===== config.mk =====
export PLATFORM = sky130hd
export DESIGN_NAME = i2c_target_flat
export DESIGN_NICKNAME = d
export VERILOG_FILES = /design/src/rtl/i2c_pkg.sv /design/src/rtl/i2c_target_if.sv /design/src/rtl/i2c_sync_edge.sv /design/src/rtl/i2c_target.sv /design/src/flat_wrapper.sv
export SDC_FILE = /design/constraint.sdc
export NUM_CORES = 1
export LEC_CHECK = 0
export BUFFER_PORTS_ARGS = -buffer_cell sky130_fd_sc_hd__buf_4
export CAP_MARGIN = 0
export CORE_MARGIN = 2
export CORE_UTILIZATION = 45
export DETAILED_ROUTE_END_ITERATION = 8
export SETUP_SLACK_MARGIN = 0.05
export SYNTH_ARGS = -nofsm -noshare
export SYNTH_HDL_FRONTEND = slang
export SYNTH_SLANG_ARGS = --single-unit
export TNS_END_PERCENT = 30

===== constraint.sdc =====
create_clock -name clk -period 2.65 [get_ports clk]
set_clock_uncertainty 0.15 [all_clocks]
set_input_delay 0.265 -clock clk [delete_from_list [all_inputs] [get_ports clk]]
set_output_delay 0.265 -clock clk [all_outputs]
set_load 0.03 [all_outputs]

===== src/rtl/i2c_pkg.sv =====
// Shared I2C definitions: FSM state encoding and synchronizer depth.
// Used by both the I2C target and the I2C master.
package i2c_pkg;

    localparam int SYNC_STAGES = 2;

    typedef enum logic [3:0] {
        ST_IDLE,
        ST_ADDR,
        ST_ADDR_ACK,
        ST_PTR,
        ST_PTR_ACK,
        ST_WDATA,
        ST_WACK,
        ST_RDATA,
        ST_RACK
    } state_t;

endpackage


===== src/rtl/i2c_target_if.sv =====
// Pin and local register-file bundle of the I2C target.
interface i2c_target_if;

    logic       scl_i;
    logic       sda_i;
    logic       sda_oe;
    logic [7:0] reg_addr;
    logic       reg_wr;
    logic [7:0] reg_wdata;
    logic       reg_rd;
    logic [7:0] reg_rdata;
    logic       busy;

    modport slave (
        input  scl_i, sda_i, reg_rdata,
        output sda_oe, reg_addr, reg_wr, reg_wdata, reg_rd, busy
    );

    modport master (
        output scl_i, sda_i, reg_rdata,
        input  sda_oe, reg_addr, reg_wr, reg_wdata, reg_rd, busy
    );

endinterface


===== src/rtl/i2c_sync_edge.sv =====
// Pin synchronizer with rise/fall detection against one delayed flop.
module i2c_sync_edge
    import i2c_pkg::*;
(
    input  logic clk,
    input  logic reset_n,
    input  logic din,
    output logic level,
    output logic rise,
    output logic fall
);

    logic [SYNC_STAGES-1:0] sync;
    logic                   dly;

    // Reset to the idle-high bus level so no phantom edge follows reset.
    always_ff @(posedge clk) begin
        if (!reset_n) begin
            sync <= '1;
            dly  <= 1'b1;
        end else begin
            sync <= {sync[SYNC_STAGES-2:0], din};
            dly  <= sync[SYNC_STAGES-1];
        end
    end

    assign level = sync[SYNC_STAGES-1];
    assign rise  = level & ~dly;
    assign fall  = ~level & dly;

endmodule


===== src/rtl/i2c_target.sv =====
// I2C target: START/STOP decode, 7-bit address match, auto-increment
// register pointer and byte-wide strobes to a local register file.
module i2c_target
    import i2c_pkg::*;
#(
    parameter logic [6:0] TARGET_ADDR = 7'h50,
    parameter int         CLK_FREQ    = 100_000_000
) (
    input  logic         clk,
    input  logic         reset_n,
    i2c_target_if.slave  bus
);

    if (CLK_FREQ < 2_000_000) begin : g_clk_check
        $error("CLK_FREQ too low for standard-mode SCL");
    end

    logic scl, scl_rise, scl_fall;
    logic sda, sda_rise, sda_fall;

    i2c_sync_edge u_scl (
        .clk     (clk),
        .reset_n (reset_n),
        .din     (bus.scl_i),
        .level   (scl),
        .rise    (scl_rise),
        .fall    (scl_fall)
    );

    i2c_sync_edge u_sda (
        .clk     (clk),
        .reset_n (reset_n),
        .din     (bus.sda_i),
        .level   (sda),
        .rise    (sda_rise),
        .fall    (sda_fall)
    );

    state_t     state;
    logic [7:0] shreg;
    logic [2:0] bitcnt;
    logic       rw;
    logic       acked;
    logic [7:0] rx_byte;
    logic       start_c;
    logic       stop_c;

    assign rx_byte = {shreg[6:0], sda};
    assign start_c = sda_fall & scl;
    assign stop_c  = sda_rise & scl;

    always_ff @(posedge clk) begin
        if (!reset_n) begin
            state         <= ST_IDLE;
            shreg         <= '0;
            bitcnt        <= '0;
            rw            <= 1'b0;
            acked         <= 1'b0;
            bus.sda_oe    <= 1'b0;
            bus.reg_addr  <= '0;
            bus.reg_wr    <= 1'b0;
            bus.reg_wdata <= '0;
            bus.reg_rd    <= 1'b0;
            bus.busy      <= 1'b0;
        end else begin
            bus.reg_wr <= 1'b0;
            bus.reg_rd <= 1'b0;
            // Read data arrives the clock after the strobe.
            if (bus.reg_rd) shreg <= bus.reg_rdata;

            if (start_c) begin
                state      <= ST_ADDR;
                bitcnt     <= '0;
                acked      <= 1'b0;
                bus.sda_oe <= 1'b0;
                bus.busy   <= 1'b0;
            end else if (stop_c) begin
                state      <= ST_IDLE;
                acked      <= 1'b0;
                bus.sda_oe <= 1'b0;
                bus.busy   <= 1'b0;
            end else begin
                unique case (state)
                    ST_IDLE: ;
                    ST_ADDR: if (scl_rise) begin
                        shreg  <= rx_byte;
                        bitcnt <= bitcnt + 3'd1;
                        if (bitcnt == 3'd7) begin
                            if (rx_byte[7:1] == TARGET_ADDR) begin
                                state      <= ST_ADDR_ACK;
                                bus.busy   <= 1'b1;
                                rw         <= rx_byte[0];
                                bus.reg_rd <= rx_byte[0];
                            end else begin
                                state <= ST_IDLE;
                            end
                        end
                    end
                    // First fall drives ACK, second fall releases it.
                    ST_ADDR_ACK: if (scl_fall) begin
                        if (!bus.sda_oe) begin
                            bus.sda_oe <= 1'b1;
                        end else begin
                            bitcnt <= '0;
                            if (rw) begin
                                state      <= ST_RDATA;
                                bus.sda_oe <= ~shreg[7];
                                shreg      <= {shreg[6:0], 1'b0};
                            end else begin
                                state      <= ST_PTR;
                                bus.sda_oe <= 1'b0;
                            end
                        end
                    end
                    ST_PTR: if (scl_rise) begin
                        shreg  <= rx_byte;
                        bitcnt <= bitcnt + 3'd1;
                        if (bitcnt == 3'd7) begin
                            bus.reg_addr <= rx_byte;
                            state        <= ST_PTR_ACK;
                        end
                    end
                    ST_PTR_ACK: if (scl_fall) begin
                        if (!bus.sda_oe) begin
                            bus.sda_oe <= 1'b1;
                        end else begin
                            bus.sda_oe <= 1'b0;
                            bitcnt     <= '0;
                            state      <= ST_WDATA;
                        end
                    end
                    ST_WDATA: if (scl_rise) begin
                        shreg  <= rx_byte;
                        bitcnt <= bitcnt + 3'd1;
                        if (bitcnt == 3'd7) begin
                            bus.reg_wr    <= 1'b1;
                            bus.reg_wdata <= rx_byte;
                            state         <= ST_WACK;
                        end
                    end
                    ST_WACK: if (scl_fall) begin
                        if (!bus.sda_oe) begin
                            bus.sda_oe <= 1'b1;
                        end else begin
                            bus.sda_oe   <= 1'b0;
                            bitcnt       <= '0;
                            bus.reg_addr <= bus.reg_addr + 8'd1;
                            state        <= ST_WDATA;
                        end
                    end
                    ST_RDATA: begin
                        if (scl_fall) begin
                            bus.sda_oe <= ~shreg[7];
                            shreg      <= {shreg[6:0], 1'b0};
                        end
                        if (scl_rise) begin
                            bitcnt <= bitcnt + 3'd1;
                            if (bitcnt == 3'd7) state <= ST_RACK;
                        end
                    end
                    // Pointer moves past every byte sent; only ACK fetches more.
                    ST_RACK: begin
                        if (scl_rise) begin
                            bus.reg_addr <= bus.reg_addr + 8'd1;
                            if (!sda) begin
                                acked      <= 1'b1;
                                bus.reg_rd <= 1'b1;
                            end else begin
                                state <= ST_IDLE;
                            end
                        end
                        if (scl_fall) begin
                            if (acked) begin
                                acked      <= 1'b0;
                                bitcnt     <= '0;
                                state      <= ST_RDATA;
                                bus.sda_oe <= ~shreg[7];
                                shreg      <= {shreg[6:0], 1'b0};
                            end else begin
                                bus.sda_oe <= 1'b0;
                            end
                        end
                    end
                    default: state <= ST_IDLE;
                endcase
            end
        end
    end

endmodule


===== src/flat_wrapper.sv =====
// flat-port wrapper written by rule: the top's interface ports become plain ports
module i2c_target_flat import i2c_pkg::*;
#(
    parameter logic [6:0] TARGET_ADDR = 7'h50,
    parameter int         CLK_FREQ    = 100_000_000
)
  (clk, reset_n, bus_scl_i, bus_sda_i, bus_reg_rdata, bus_sda_oe, bus_reg_addr, bus_reg_wr, bus_reg_wdata, bus_reg_rd, bus_busy);
  i2c_target_if bus_i ();
  input  logic clk;
  input  logic reset_n;
  input wire logic [$bits(bus_i.scl_i)-1:0] bus_scl_i;
  input wire logic [$bits(bus_i.sda_i)-1:0] bus_sda_i;
  input wire logic [$bits(bus_i.reg_rdata)-1:0] bus_reg_rdata;
  output wire logic [$bits(bus_i.sda_oe)-1:0] bus_sda_oe;
  output wire logic [$bits(bus_i.reg_addr)-1:0] bus_reg_addr;
  output wire logic [$bits(bus_i.reg_wr)-1:0] bus_reg_wr;
  output wire logic [$bits(bus_i.reg_wdata)-1:0] bus_reg_wdata;
  output wire logic [$bits(bus_i.reg_rd)-1:0] bus_reg_rd;
  output wire logic [$bits(bus_i.busy)-1:0] bus_busy;
  assign bus_i.scl_i = bus_scl_i;
  assign bus_i.sda_i = bus_sda_i;
  assign bus_i.reg_rdata = bus_reg_rdata;
  assign bus_sda_oe = bus_i.sda_oe;
  assign bus_reg_addr = bus_i.reg_addr;
  assign bus_reg_wr = bus_i.reg_wr;
  assign bus_reg_wdata = bus_i.reg_wdata;
  assign bus_reg_rd = bus_i.reg_rd;
  assign bus_busy = bus_i.busy;
  i2c_target #(.TARGET_ADDR(TARGET_ADDR), .CLK_FREQ(CLK_FREQ)) u_core (.clk(clk), .reset_n(reset_n), .bus(bus_i));
endmodule

==> metrics.md, run 1 <==
| Metric | Value |
|---|---|
| Yosys top cell area share | 36.3% |
| H-Tree Depth | 2 |
| Hold Crit Depth | 2 |
| Count leader, synth | dfxtp_1 |
| Synth top area cells | dfxtp_1 36%, mux2i_1 8.0%, nor2_1 4.0% |
| Avg Cell Area, Syn | 8.75 um^2 |
| Slowest CP cell | nor4b_4 |
| Root buffer cell | clkbuf_8 |
| Worst slew pin tran | 0.546 ns |
| Setup slack, reg-to-reg | 0.33 ns |
| First-pass GRT wire length | 9.73 mm |
| Max-slew headroom | 63.5% |
| Share of cells above drive strength 1 | 19.8% |
| Yosys top cell by area | dfxtp_1 |
| Post-Syn Area | 0.00237 mm^2 |
| Syn_nets | 286 |
| Hold WC Path Type | primary input to flip-flop |
| EDFF count, synth | 0 |
| Rows | 26 |
| CP delay by family, top | simple AND/OR/NAND/NOR gates |
| Hold_sp | reset_n |
| Drt wl/cell | 15.8 um |
| Largest net degree at the start of global routing | 27 |
| RSZ-0062 raised after global routing | false |
| Critical path startpoint category | flip-flop |
| Worst EP arrival | 2.34 ns |
| Antenna violations before repair | 0 |
| Post-synthesis cell count | 271 |
| # fillers | 506 |
| Vias in the first global route | 1948 |
| P_leak | 1.01 nW |
| # DRC | 0 |
| Clock slew seen by the registers of the worst setup and hold paths | 0.08 ns |
| DRT Pass-1 Iters | 5 |
| Reg-to-reg startpoint | u_core.state[1] |
| Gpl congestion | 0.867 |
| Grt ovf | 0 |
| Overall routed net length | 5.90 mm |
| Final net count | 317 |
| Critical Path End Type | flip-flop |
| Crit path largest cell delay | 0.59 ns |
| CP Class | flip-flop to flip-flop |
| CTS Buffer Depth | 2 |
| Drt first-iter violations | 245 |
| Io pins | 32 |
| Crit path required time | 2.67 ns |
| Sink Count | 43 |
| Worst Hold Path EP | u_core.u_scl.dly |
| Die Width | 76.6 um |
| TritonCTS clock tree | done |
| Initial cell density of the core | 46.4% |
| Async SR Flop Fraction | 0% |
| Outcome | finished clean |
| Post-synth top flop | dfxtp_1 |
| P&R area growth vs syn | 16.7% |
| Via density | 5.77 |
| Period Utilization, post-route | 87.5% |
| Placeable core area | 0.00511 mm^2 |
| VDD IR max | 0.000288 V |
| Inserted Diodes | 0 |
| Fmax | 431 MHz |
| Setup TNS | 0 ns |
| Reg-to-reg endpoint | u_core.bus.reg_addr[2] |
| Setup violations, final | 0 |
| CP Buf/Inv Count | 0 |
| Final hold vios | 0 |
| Final hold slack | 0.144 ns |
| Yosys warnings | 0 |
| Synth unique cells | 66 |
| Commonest cells post-synth | 43 x dfxtp_1, 25 x nor2_1, 20 x nand2_1, 19 x mux2i_1, 15 x a21oi_1 |
| Gr usage total | 20.6% |
| Dpl hpwl | 4.11 mm |
| Max Slew Vio Count | 0 |
| Critical-path cell list | nor4b_4 -> a211oi_2 -> or3b_1 -> o211ai_1 -> o31ai_1 |
| Crit path max fanout | 14 |
| FF+latch count, synth | 43 |
| Post-route ant nets | 0 |
| Post-synthesis sequential area ratio | 36.3% |
| DR vias | 2154 |
| Pwr/cell area | 412 mW/mm^2 |
| IO buf count | 31 |
| Worst-Skew Late Latency | 0.30 ns |
| Min Tclk post-route | 2.32 ns |
| FF-to-FF path depth | 5 |
| Max Cap Violations | 0 |
| TritonCTS buffer count | 5 |
| Chip height | 76.6 um |
| Die area | 0.00587 mm^2 |
placed cells by master (no fill, tap or decap), types with 5 or more instances in the layout:
cell type	count
mux2i_1	19
o31ai_1	6
o311a_1	8
nand2_1	20
a21oi_1	15
nor2_1	25
buf_4	40
o21ai_0	6
clkbuf_8	5
nor3_1	7
nor2b_1	6
inv_1	5
o21ai_1	7
nand3_1	5
nand2b_1	8
dfxtp_1	43
routing by layer:
metal / up-vias / GRT usage [%] / wire length, um
met1: 1007 / 28.7 / 2950
li1: 1081 / - / -
met3: 8 / 4.27 / 249
met4: 0 / 6.36 / 75
met5: - / 0 / 0
met2: 58 / 31.9 / 2620
layout make-up:
class	instances	area [um^2]	share of cell area, %
Sequential cell	43	861	31.1
Multi-Input combinational cell	204	1390	50.3
Inverter	6	22.5	0.814
Clock buffer	6	72.6	2.62
Clock inverter	2	12.5	0.452
Timing Repair Buffer	42	320	11.6
Tap cell	70	87.6	3.16
metrics by stage:
| step | setup slack (ns) | instance area [um^2] | util (%) | total power (W) | instances |
|---|---|---|---|---|---|
| 2_1_floorplan | 0.676 | 2370 | - | 0.000714 | 271 |
| 3_3_place_gp | 0.393 | 2660 | 52.1 | 0.000740 | 363 |
| 6_report | 0.332 | 2770 | 54.2 | 0.00114 | 373 |
| 4_1_cts | 0.354 | 2770 | 54.2 | 0.00115 | 373 |
| 3_5_place_dp | 0.374 | 2660 | 52.1 | 0.000740 | 363 |
| 5_1_grt | 0.199 | 2770 | 54.2 | 0.00119 | 373 |
power by group:
group / total, W / switching [W] / leakage (nW) / internal, W
combinational: 0.0000704 / 0.0000404 / 0.622 / 0.0000299
sequential: 0.000657 / 0.00000686 / 0.348 / 0.000651
clock: 0.000414 / 0.000229 / 0.0412 / 0.000184
total: 0.00114 / 0.000276 / 1.01 / 0.000865
worst max path at each step:
stage | depth (start not counted) | from | to
floorplan | 8 | u_core.bitcnt[0] | u_core.bus.reg_addr[2]
global placement | 5 | u_core.state[1] | u_core.bus.reg_addr[2]
detailed placement | 5 | u_core.state[1] | u_core.bus.reg_addr[2]
CTS | 5 | u_core.state[1] | u_core.bus.reg_addr[2]
global route | 5 | u_core.state[1] | u_core.bus.reg_addr[2]
finish | 5 | u_core.state[1] | u_core.bus.reg_addr[2]
registers in the layout, indices dropped and copies added, names as in the netlist:
name                  cells
u_core.u_sda.dly          1
u_core.acked              1
u_core.bus.reg_wr         1
u_core.bus.reg_addr       8
u_core.state              4
u_core.bus.busy           1
u_core.bus.reg_wdata      8
u_core.u_scl.sync         2
u_core.rw                 1
u_core.shreg              8
u_core.bus.reg_rd         1
u_core.u_scl.dly          1
u_core.bitcnt             3
u_core.bus.sda_oe         1
u_core.u_sda.sync         2
logic make-up (layout without fill, tap and decap cells):
kind of cell | after synthesis | count (layout) | share of synthesized area, %
compound gates | 73 | 73 | 22.2
mux | 20 | 20 | 8.50
buf+inv | 24 | 56 | 5.01
fa+ha+maj | 4 | 4 | 2.01
xor+xnor | 2 | 2 | 0.739
flops | 43 | 43 | 36.3
simple gates | 105 | 105 | 25.3
what timing repair did:
item,CTS,global route
buffers inserted,0,0
hold buffers,2,0
endpoints found under the hold margin,2,0
resized for setup,0,0
(Power assumes the default switching activity.)
==> inputs of run 2 (changes only) <==
--- a/config.mk
+++ b/config.mk
@@ -5,6 +5,7 @@
 export SDC_FILE = /design/constraint.sdc
 export NUM_CORES = 1
 export LEC_CHECK = 0
+export ABC_AREA = 1
 export BUFFER_PORTS_ARGS = -buffer_cell sky130_fd_sc_hd__buf_4
 export CAP_MARGIN = 0
 export CORE_MARGIN = 2
==> run 2 against run 1 <==
Global-route usage increased by 1.9 points. Fmax increased by 16%. Clock power increased by 21%. Largest cell class unchanged.
==> metrics.md, run 2 <==
| Metric | Value |
|---|---|
| Outcome | finished clean |
| H-Tree Depth | 2 (unchanged) |
| Met1 global-route usage | 33.9% (+5.2 points) |
| Antenna violations before repair | 0 (unchanged) |
| Max-slew headroom | 67.2% (+3.7 points) |
| Post_cts resized | 0 (unchanged) |
| Share of cells above drive strength 1 | 14.1% (-5.7 points) |
| Most frequent cells in the layout | 99 x nand2_1, 44 x nor2_1, 43 x dfxtp_1 |
| Clock slew seen by the registers of the worst setup and hold paths | 0.09 ns (about the same) |
| Root buffer cell | clkbuf_8 |
| Critical path startpoint category | flip-flop |
| Worst slew pin tran | 0.492 ns (-0.0549 ns) |
| CP Buf/Inv Count | 2 (+2) |
| Synth unique cells | 29 (-56%) |
| Commonest cells post-synth | 99 x nand2_1, 44 x nor2_1, 43 x dfxtp_1, 32 x inv_1, 31 x a21oi_1 |
| Synth top area cells | dfxtp_1 37%, nand2_1 16%, nor2_1 7.1% |
| Pwr/cell area | 477 mW/mm^2 (+16%) |
| Die Width | 75.7 um (-1.2%) |
| M3 GR Usage | 4.63% (+0.36 points) |
| P_leak | 1.20 nW (+19%) |
| Drt wl/cell | 12.9 um (-18%) |
| VDD IR max | 0.000428 V (+48%) |
| Io pins | 32 (unchanged) |
| CP delay by family, top | simple AND/OR/NAND/NOR gates |
| Die area | 0.00573 mm^2 (-2.3%) |
| Chip height | 75.7 um (-1.2%) |
| Grt ovf | 0 (unchanged) |
| DR vias | 2322 (+7.8%) |
| P&R area growth vs syn | 17.0% |
| RSZ-0062 raised after global routing | false |
| Crit path largest cell delay | 0.47 ns (-0.12 ns) |
| Largest net degree at the start of global routing | 21 (-22%) |
| Inserted Diodes | 0 (unchanged) |
| Yosys top cell by area | dfxtp_1 |
| EDFF count, synth | 0 (unchanged) |
| TritonCTS clock tree | done |
| Setup violations, final | 0 (unchanged) |
| Initial cell density of the core | 45.9% (-0.57 points) |
| Global route hottest layer | met1 |
| Post-synthesis sequential area ratio | 37.2% (+0.92 points) |
| # DRC | 0 (unchanged) |
| Post-synthesis cell count | 357 (+32%) |
| Critical Path End Type | flip-flop |
| Fmax | 499 MHz (+16%) |
| Final net count | 404 (+27%) |
| Count leader, synth | nand2_1 |
| Avg Cell Area, Syn | 6.48 um^2 (-26%) |
| Crit path required time | 2.69 ns (+0.02 ns) |
| Worst EP arrival | 2.05 ns (-0.29 ns) |
| Hold WC Path Type | primary input to flip-flop |
| Critical-path cell list | inv_2 -> nor2_2 -> nand2_2 -> nand2_1 -> inv_1 -> nand2_1 -> o21ai_0 -> nor2_1 -> nor2_1 |
| CP Class | flip-flop to flip-flop |
| Setup TNS | 0 ns (unchanged) |
| Post-route ant nets | 0 (unchanged) |
| TritonCTS buffer count | 5 (unchanged) |
| IO buf count | 31 (unchanged) |
| CTS Buffer Depth | 2 (unchanged) |
| Yosys warnings | 0 (unchanged) |
| Slowest CP cell | dfxtp_1 |
| Async SR Flop Fraction | 0% (unchanged) |
| Yosys top cell area share | 37.2% (+0.92 points) |
| Syn_nets | 372 (+30%) |
| Post-Syn Area | 0.00231 mm^2 (-2.5%) |
| CTS Hold Bufs | 1 (-1) |
| Post-Place Setup Slack | 0.715 ns (+0.341 ns) |
| Dpl hpwl | 4.43 mm (+7.8%) |
| FF+latch count, synth | 43 (unchanged) |
| Min Tclk post-route | 2.01 ns (-0.313 ns) |
| Gpl congestion | 0.922 (+6.3%) |
| Sink Count | 43 (unchanged) |
| Commonest non-fill, non-tap cell in the layout | nand2_1 |
| First-pass GRT wire length | 9.78 mm (+0.49%) |
| Max Slew Vio Count | 0 (unchanged) |
| Post-CTS setup buffers | 0 (unchanged) |
| Max Cap Violations | 0 (unchanged) |
| Worst-Skew Late Latency | 0.29 ns (about the same) |
| Drt first-iter violations | 168 (-31%) |
| # fillers | 511 (+0.99%) |
| Final hold vios | 0 (unchanged) |
| Period Utilization, post-route | 75.7% (-12 points) |
| Via density | 5.06 (-12%) |
| Overall routed net length | 5.93 mm (+0.53%) |
| Crit path max fanout | 12 (-2) |
| Final worst slack | 0.645 ns (+0.313 ns) |
| Placeable core area | 0.00504 mm^2 (-1.3%) |
| Vias in the first global route | 2044 (+4.9%) |
| GR Util met2 | 32.5% (+0.52 points) |
| DRT Pass-1 Iters | 5 (unchanged) |
| Largest registers | u_core.bus.reg_addr x8, u_core.bus.reg_wdata x8, u_core.shreg x8 |
| Post-synth top flop | dfxtp_1 |
| Gr usage total | 22.5% (+1.9 points) |
| Rows | 26 (unchanged) |
[run 2: changes by cell type in the layout (fill, tap and decap cells not counted), moves of 6 or more]
cell	previous run	this run
nand2b_1	8	0
a21oi_1	15	31
nor2_1	25	44
inv_1	5	32
o21ai_0	6	29
mux2i_1	19	0
nand4_1	3	9
nand2_1	20	99
nand3_1	5	29
o311a_1	8	0
buf_4	40	31
o31ai_1	6	0
nor2b_1	6	0
[run 2: metrics by stage]
stage          instance area (um^2)  std cells  total power [W]  utilization (%)  hold WS [ns]
2_1_floorplan                  2310        357         0.000766                -         0.222
3_3_place_gp                   2590        451         0.000804             51.4         0.248
3_5_place_dp                   2590        451         0.000803             51.4         0.252
4_1_cts                        2710        459          0.00130             53.7      0.000189
5_1_grt                        2710        459          0.00134             53.7       0.00231
6_report                       2710        459          0.00129             53.7       0.00928
[run 2: logic make-up (layout without fill, tap and decap cells)]
group                    Yosys count  in the layout  synth area share, %
adder cells (fa/ha/maj)            3              3                 1.62
buffers and inverters             42             74                 7.36
AND/OR/NAND/NOR                  199            199                 37.7
multiplexers                       1              1                0.487
flip-flops                        43             43                 37.2
AO/OA/AOI/OAI                     69             69                 15.6
[run 2: where the power goes]
| part | internal [W] | total [W] | switching [W] |
|---|---|---|---|
| registers | 0.000654 | 0.000661 | 0.00000687 |
| logic | 0.0000432 | 0.000131 | 0.0000875 |
| clock network | 0.000276 | 0.000499 | 0.000223 |
[run 2: worst paths after layout]
check                                 to  depth (start not counted)            startpoint  slack (ns)
hold reg to reg     u_core.u_scl.sync[1]                          1  u_core.u_scl.sync[0]        0.27
setup reg to reg  u_core.bus.reg_addr[0]                          9       u_core.state[3]        0.64
setup / recovery  u_core.bus.reg_addr[0]                          9       u_core.state[3]        0.64
hold / removal      u_core.u_sda.sync[0]                          2             bus_sda_i       0.009
[run 2: worst register-to-register path, stage by stage (launching register included)]
cell and delay [ns]:
dfxtp_1 0.47, inv_2 0.09, nor2_2 0.15, nand2_2 0.14, nand2_1 0.31, inv_1 0.21
nand2_1 0.12, o21ai_0 0.09, nor2_1 0.11, nor2_1 0.07
[run 2: layer usage]
| metal | share of wire [%] | up-vias | routed length, um |
|---|---|---|---|
| met2 | 43 | 64 | 2520 |
| met1 | 51 | 1026 | 3020 |
| li1 | - | 1226 | - |
| met3 | 5.6 | 6 | 331 |
| met5 | 0 | - | 0 |
| met4 | 0.96 | 0 | 57 |
[run 2: area by class of cell]
cell class | instances | area, um^2 | area share (%)
clock buffer | 6 | 72.6 | 2.68
clock inverter | 1 | 30.0 | 1.11
inverter | 35 | 131 | 4.85
multi-input combinational | 272 | 1280 | 47.3
sequential | 43 | 861 | 31.8
tap | 70 | 87.6 | 3.24
timing repair buffer | 32 | 243 | 8.97
==> inputs of run 3 (changes only) <==
--- a/config.mk
+++ b/config.mk
@@ -11,6 +11,7 @@
 export CORE_MARGIN = 2
 export CORE_UTILIZATION = 45
 export DETAILED_ROUTE_END_ITERATION = 8
+export PLACE_DENSITY = 0.67
 export SETUP_SLACK_MARGIN = 0.05
 export SYNTH_ARGS = -nofsm -noshare
 export SYNTH_HDL_FRONTEND = slang
==> constraint.sdc (replaced) <==
create_clock -name clk -period 1.63 [get_ports clk]
set_clock_uncertainty 0.15 [all_clocks]
set_input_delay 0.163 -clock clk [delete_from_list [all_inputs] [get_ports clk]]
set_output_delay 0.163 -clock clk [all_outputs]
set_load 0.03 [all_outputs]
==> run 3 against run 2 <==
The run now ends with setup timing left. Register-to-register slack got worse by 0.67 ns. Sequential power rose by 62%. Clock power rose by 50%. Fmax rose by 21%. Core utilization rose by 15 points. Wire length rose by 22%. Flip-flop and latch count did not move. Setup slack got worse by 0.67 ns. Largest cell class unchanged. Cell count rose by 12%. Count of clock-buffer cells in the layout fell by 1. Largest power group unchanged. Critical path depth did not move.
==> metrics.md, run 3 (synthesized netlist as in run 2, its figures left out) <==
| Metric | Value |
|---|---|
| Commonest non-fill, non-tap cell in the layout | buf_4 |
| TritonCTS clock tree | done |
| # DRC | 0 (unchanged) |
| Reg-to-reg startpoint | u_core.state[2] |
| Max-slew headroom | 83.7% (+16 points) |
| Final hold vios | 0 (unchanged) |
| Register area | 883 um^2 (+2.6%) |
| Root buffer cell | clkbuf_8 |
| Overall routed net length | 7.21 mm (+22%) |
| Outcome | finished with violations |
| Hold Crit Depth | 5 (+3) |
| CP delay by family, top | simple AND/OR/NAND/NOR gates |
| Failing checks | setup timing |
| Vias in the first global route | 2422 (+18%) |
| Crit path max fanout | 8 (-4) |
| IO buf count | 31 (unchanged) |
| Worst-Skew Late Latency | 0.31 ns (+0.02 ns) |
| Post-Place Setup Slack | -0.142 ns (-0.857 ns) |
| Crit path required time | 1.74 ns (-0.95 ns) |
| Max Cap Violations | 0 (unchanged) |
| Critical path startpoint category | flip-flop |
| Post-route ant nets | 0 (unchanged) |
| Chip height | 75.7 um (unchanged) |
| Seq pwr share | 49.9% (-1.3 points) |
| Initial cell density of the core | 45.9% (unchanged) |
| Worst EP arrival | 1.76 ns (-0.29 ns) |
| Fmax | 604 MHz (+21%) |
| TritonCTS buffer count | 5 (unchanged) |
| Grt ovf | 0 (unchanged) |
| # fillers | 425 (-17%) |
| VDD IR max | 0.000554 V (+29%) |
| P&R area growth vs syn | 50.8% |
| Worst Hold Path EP | u_core.shreg[3] |
| Area of the multi-input gates | 0.00160 mm^2 (+25%) |
| Crit path largest cell delay | 0.39 ns (-0.08 ns) |
| Clock slew seen by the registers of the worst setup and hold paths | 0.10 ns (about the same) |
| Placeable core area | 0.00504 mm^2 (unchanged) |
| Final net count | 459 (+14%) |
| DRT Pass-1 Iters | 5 (unchanged) |
| H-Tree Depth | 2 (unchanged) |
| Hold_sp | bus_reg_rdata[3] |
| Io pins | 32 (unchanged) |
| Drt wl/cell | 14.0 um (+8.3%) |
| Sink Count | 43 (unchanged) |
| CTS Buffer Depth | 2 (unchanged) |
| Sw Ratio | 29.8% (+5.2 points) |
| CP Class | flip-flop to flip-flop |
| Reg-to-reg endpoint | u_core.bus.reg_wdata[1] |
| Rows | 26 (unchanged) |
| Pwr/cell area | 617 mW/mm^2 (+29%) |
| NetSw | 0.000642 W (+100%) |
| Worst slew pin tran | 0.244 ns (-0.248 ns) |
| Dpl hpwl | 4.75 mm (+7.2%) |
| Gr usage total | 25.2% (+2.7 points) |
| Share of cells above drive strength 1 | 43.4% (+29 points) |
| Drt first-iter violations | 184 (+9.5%) |
| Period Utilization, post-route | 102% (+26 points) |
| Most frequent cells in the layout | 79 x buf_4, 76 x nand2_1, 33 x dfxtp_1 |
| Via density | 5.21 (+3.0%) |
| Die Width | 75.7 um (unchanged) |
| Min Tclk post-route | 1.66 ns (-0.348 ns) |
| Gpl congestion | 0.953 (+3.4%) |
| Largest registers | u_core.bus.reg_addr x8, u_core.bus.reg_wdata x8, u_core.shreg x8 |
| Final worst slack | -0.0269 ns (-0.672 ns) |
| Fin util | 69.1% (+15 points) |
| Largest net degree at the start of global routing | 20 (-4.8%) |
| Slowest CP cell | dfxtp_4 |
| Critical Path End Type | flip-flop |
| Hold WC Path Type | primary input to flip-flop |
| Comb power frac | 15.3% (+5.2 points) |
| Inserted Diodes | 0 (unchanged) |
| First-pass GRT wire length | 10.9 mm (+11%) |
| Clk pwr share | 34.7% (-4.0 points) |
| CP Buf/Inv Count | 3 (+1) |
| Int Power | 0.00151 W (+55%) |
| Setup violations, final | 9 (+9) |
| RSZ-0062 raised after global routing | true |
| Die area | 0.00573 mm^2 (unchanged) |
| Max Slew Vio Count | 0 (unchanged) |
| Antenna violations before repair | 0 (unchanged) |
| Design area | 0.00349 mm^2 (+29%) |
| FF-to-FF path depth | 9 (unchanged) |
| Setup slack, reg-to-reg | -0.03 ns (-0.67 ns) |
| P_leak | 1.55 nW (+29%) |
| Critical-path cell list | inv_4 -> nor2_4 -> nand2_4 -> buf_4 -> nor2_4 -> nand2_4 -> inv_4 -> o21ai_1 -> a21oi_2 |
| DR vias | 2684 (+16%) |
| Area after DPL | 0.00288 mm^2 (+11%) |
## run 3: worst max path at each step
stage | cells after the start | startpoint | slack (ns) | endpoint
6_report | 9 | u_core.state[2] | -0.03 | u_core.bus.reg_wdata[1]
5_1_grt | 11 | u_core.u_scl.sync[1] | -0.11 | u_core.bus.reg_addr[3]
4_1_cts | 10 | u_core.u_scl.sync[1] | 0.01 | u_core.bus.reg_addr[1]
3_5_place_dp | 7 | u_core.bitcnt[1] | -0.14 | u_core.bus.reg_addr[1]
3_3_place_gp | 9 | u_core.bitcnt[0] | -0.14 | u_core.state[1]
2_1_floorplan | 10 | u_core.bitcnt[0] | 0.04 | u_core.bus.reg_addr[3]
## run 3: routing by layer
layer	up-vias	global-route usage [%]	wire length [um]
met5	-	0	0
met4	0	8.19	130
li1	1344	-	-
met3	13	6.22	426
met2	87	39.6	3390
met1	1240	34.1	3260
## run 3: power by group through the flow
| stage | sequential [W] | clock, W | combinational (W) |
|---|---|---|---|
| floorplan | 0.00110 | 0 | 0.000149 |
| finish | 0.00107 | 0.000748 | 0.000330 |
| global placement | 0.00110 | 0 | 0.000255 |
| global route | 0.00108 | 0.000803 | 0.000357 |
| detailed placement | 0.00110 | 0 | 0.000257 |
| CTS | 0.00108 | 0.000761 | 0.000296 |
## run 3: metrics by stage
stage	cells	hold slack (ns)	total power, W	setup TNS, ns
global route	515	0.101	0.00224	-1.97
CTS	510	0.0551	0.00213	0
finish	515	0.0750	0.00215	-0.161
floorplan	357	0.120	0.00124	0
detailed placement	489	0.204	0.00135	-3.16
global placement	489	0.201	0.00135	-2.88
## run 3: final cells by class
| class | count | area share, % |
|---|---|---|
| Timing Repair Buffer | 86 | 19.2 |
| Tap cell | 70 | 2.51 |
| Inverter | 35 | 4.06 |
| Clock buffer | 5 | 1.97 |
| Multi-Input combinational cell | 272 | 45.9 |
| Clock inverter | 3 | 0.754 |
| Sequential cell | 43 | 25.3 |
| Timing Repair inverter | 1 | 0.215 |
## run 3: timing repair
item                                    in CTS  in global routing
endpoints found under the setup margin      34                 36
setup buffers                                9                  5
gates resized for setup                     75                 52
cloned                                       2                  0
hold endpoints to repair                     2                  0
hold buffers                                 2                  0
pin swaps                                   22                 17
## run 3: tightest hold or removal path, stage by stage
cell and delay, ns:
buf_4 0.08, nand2_1 0.04, o21ai_0 0.06, nand2_1 0.06, a21oi_1 0.11
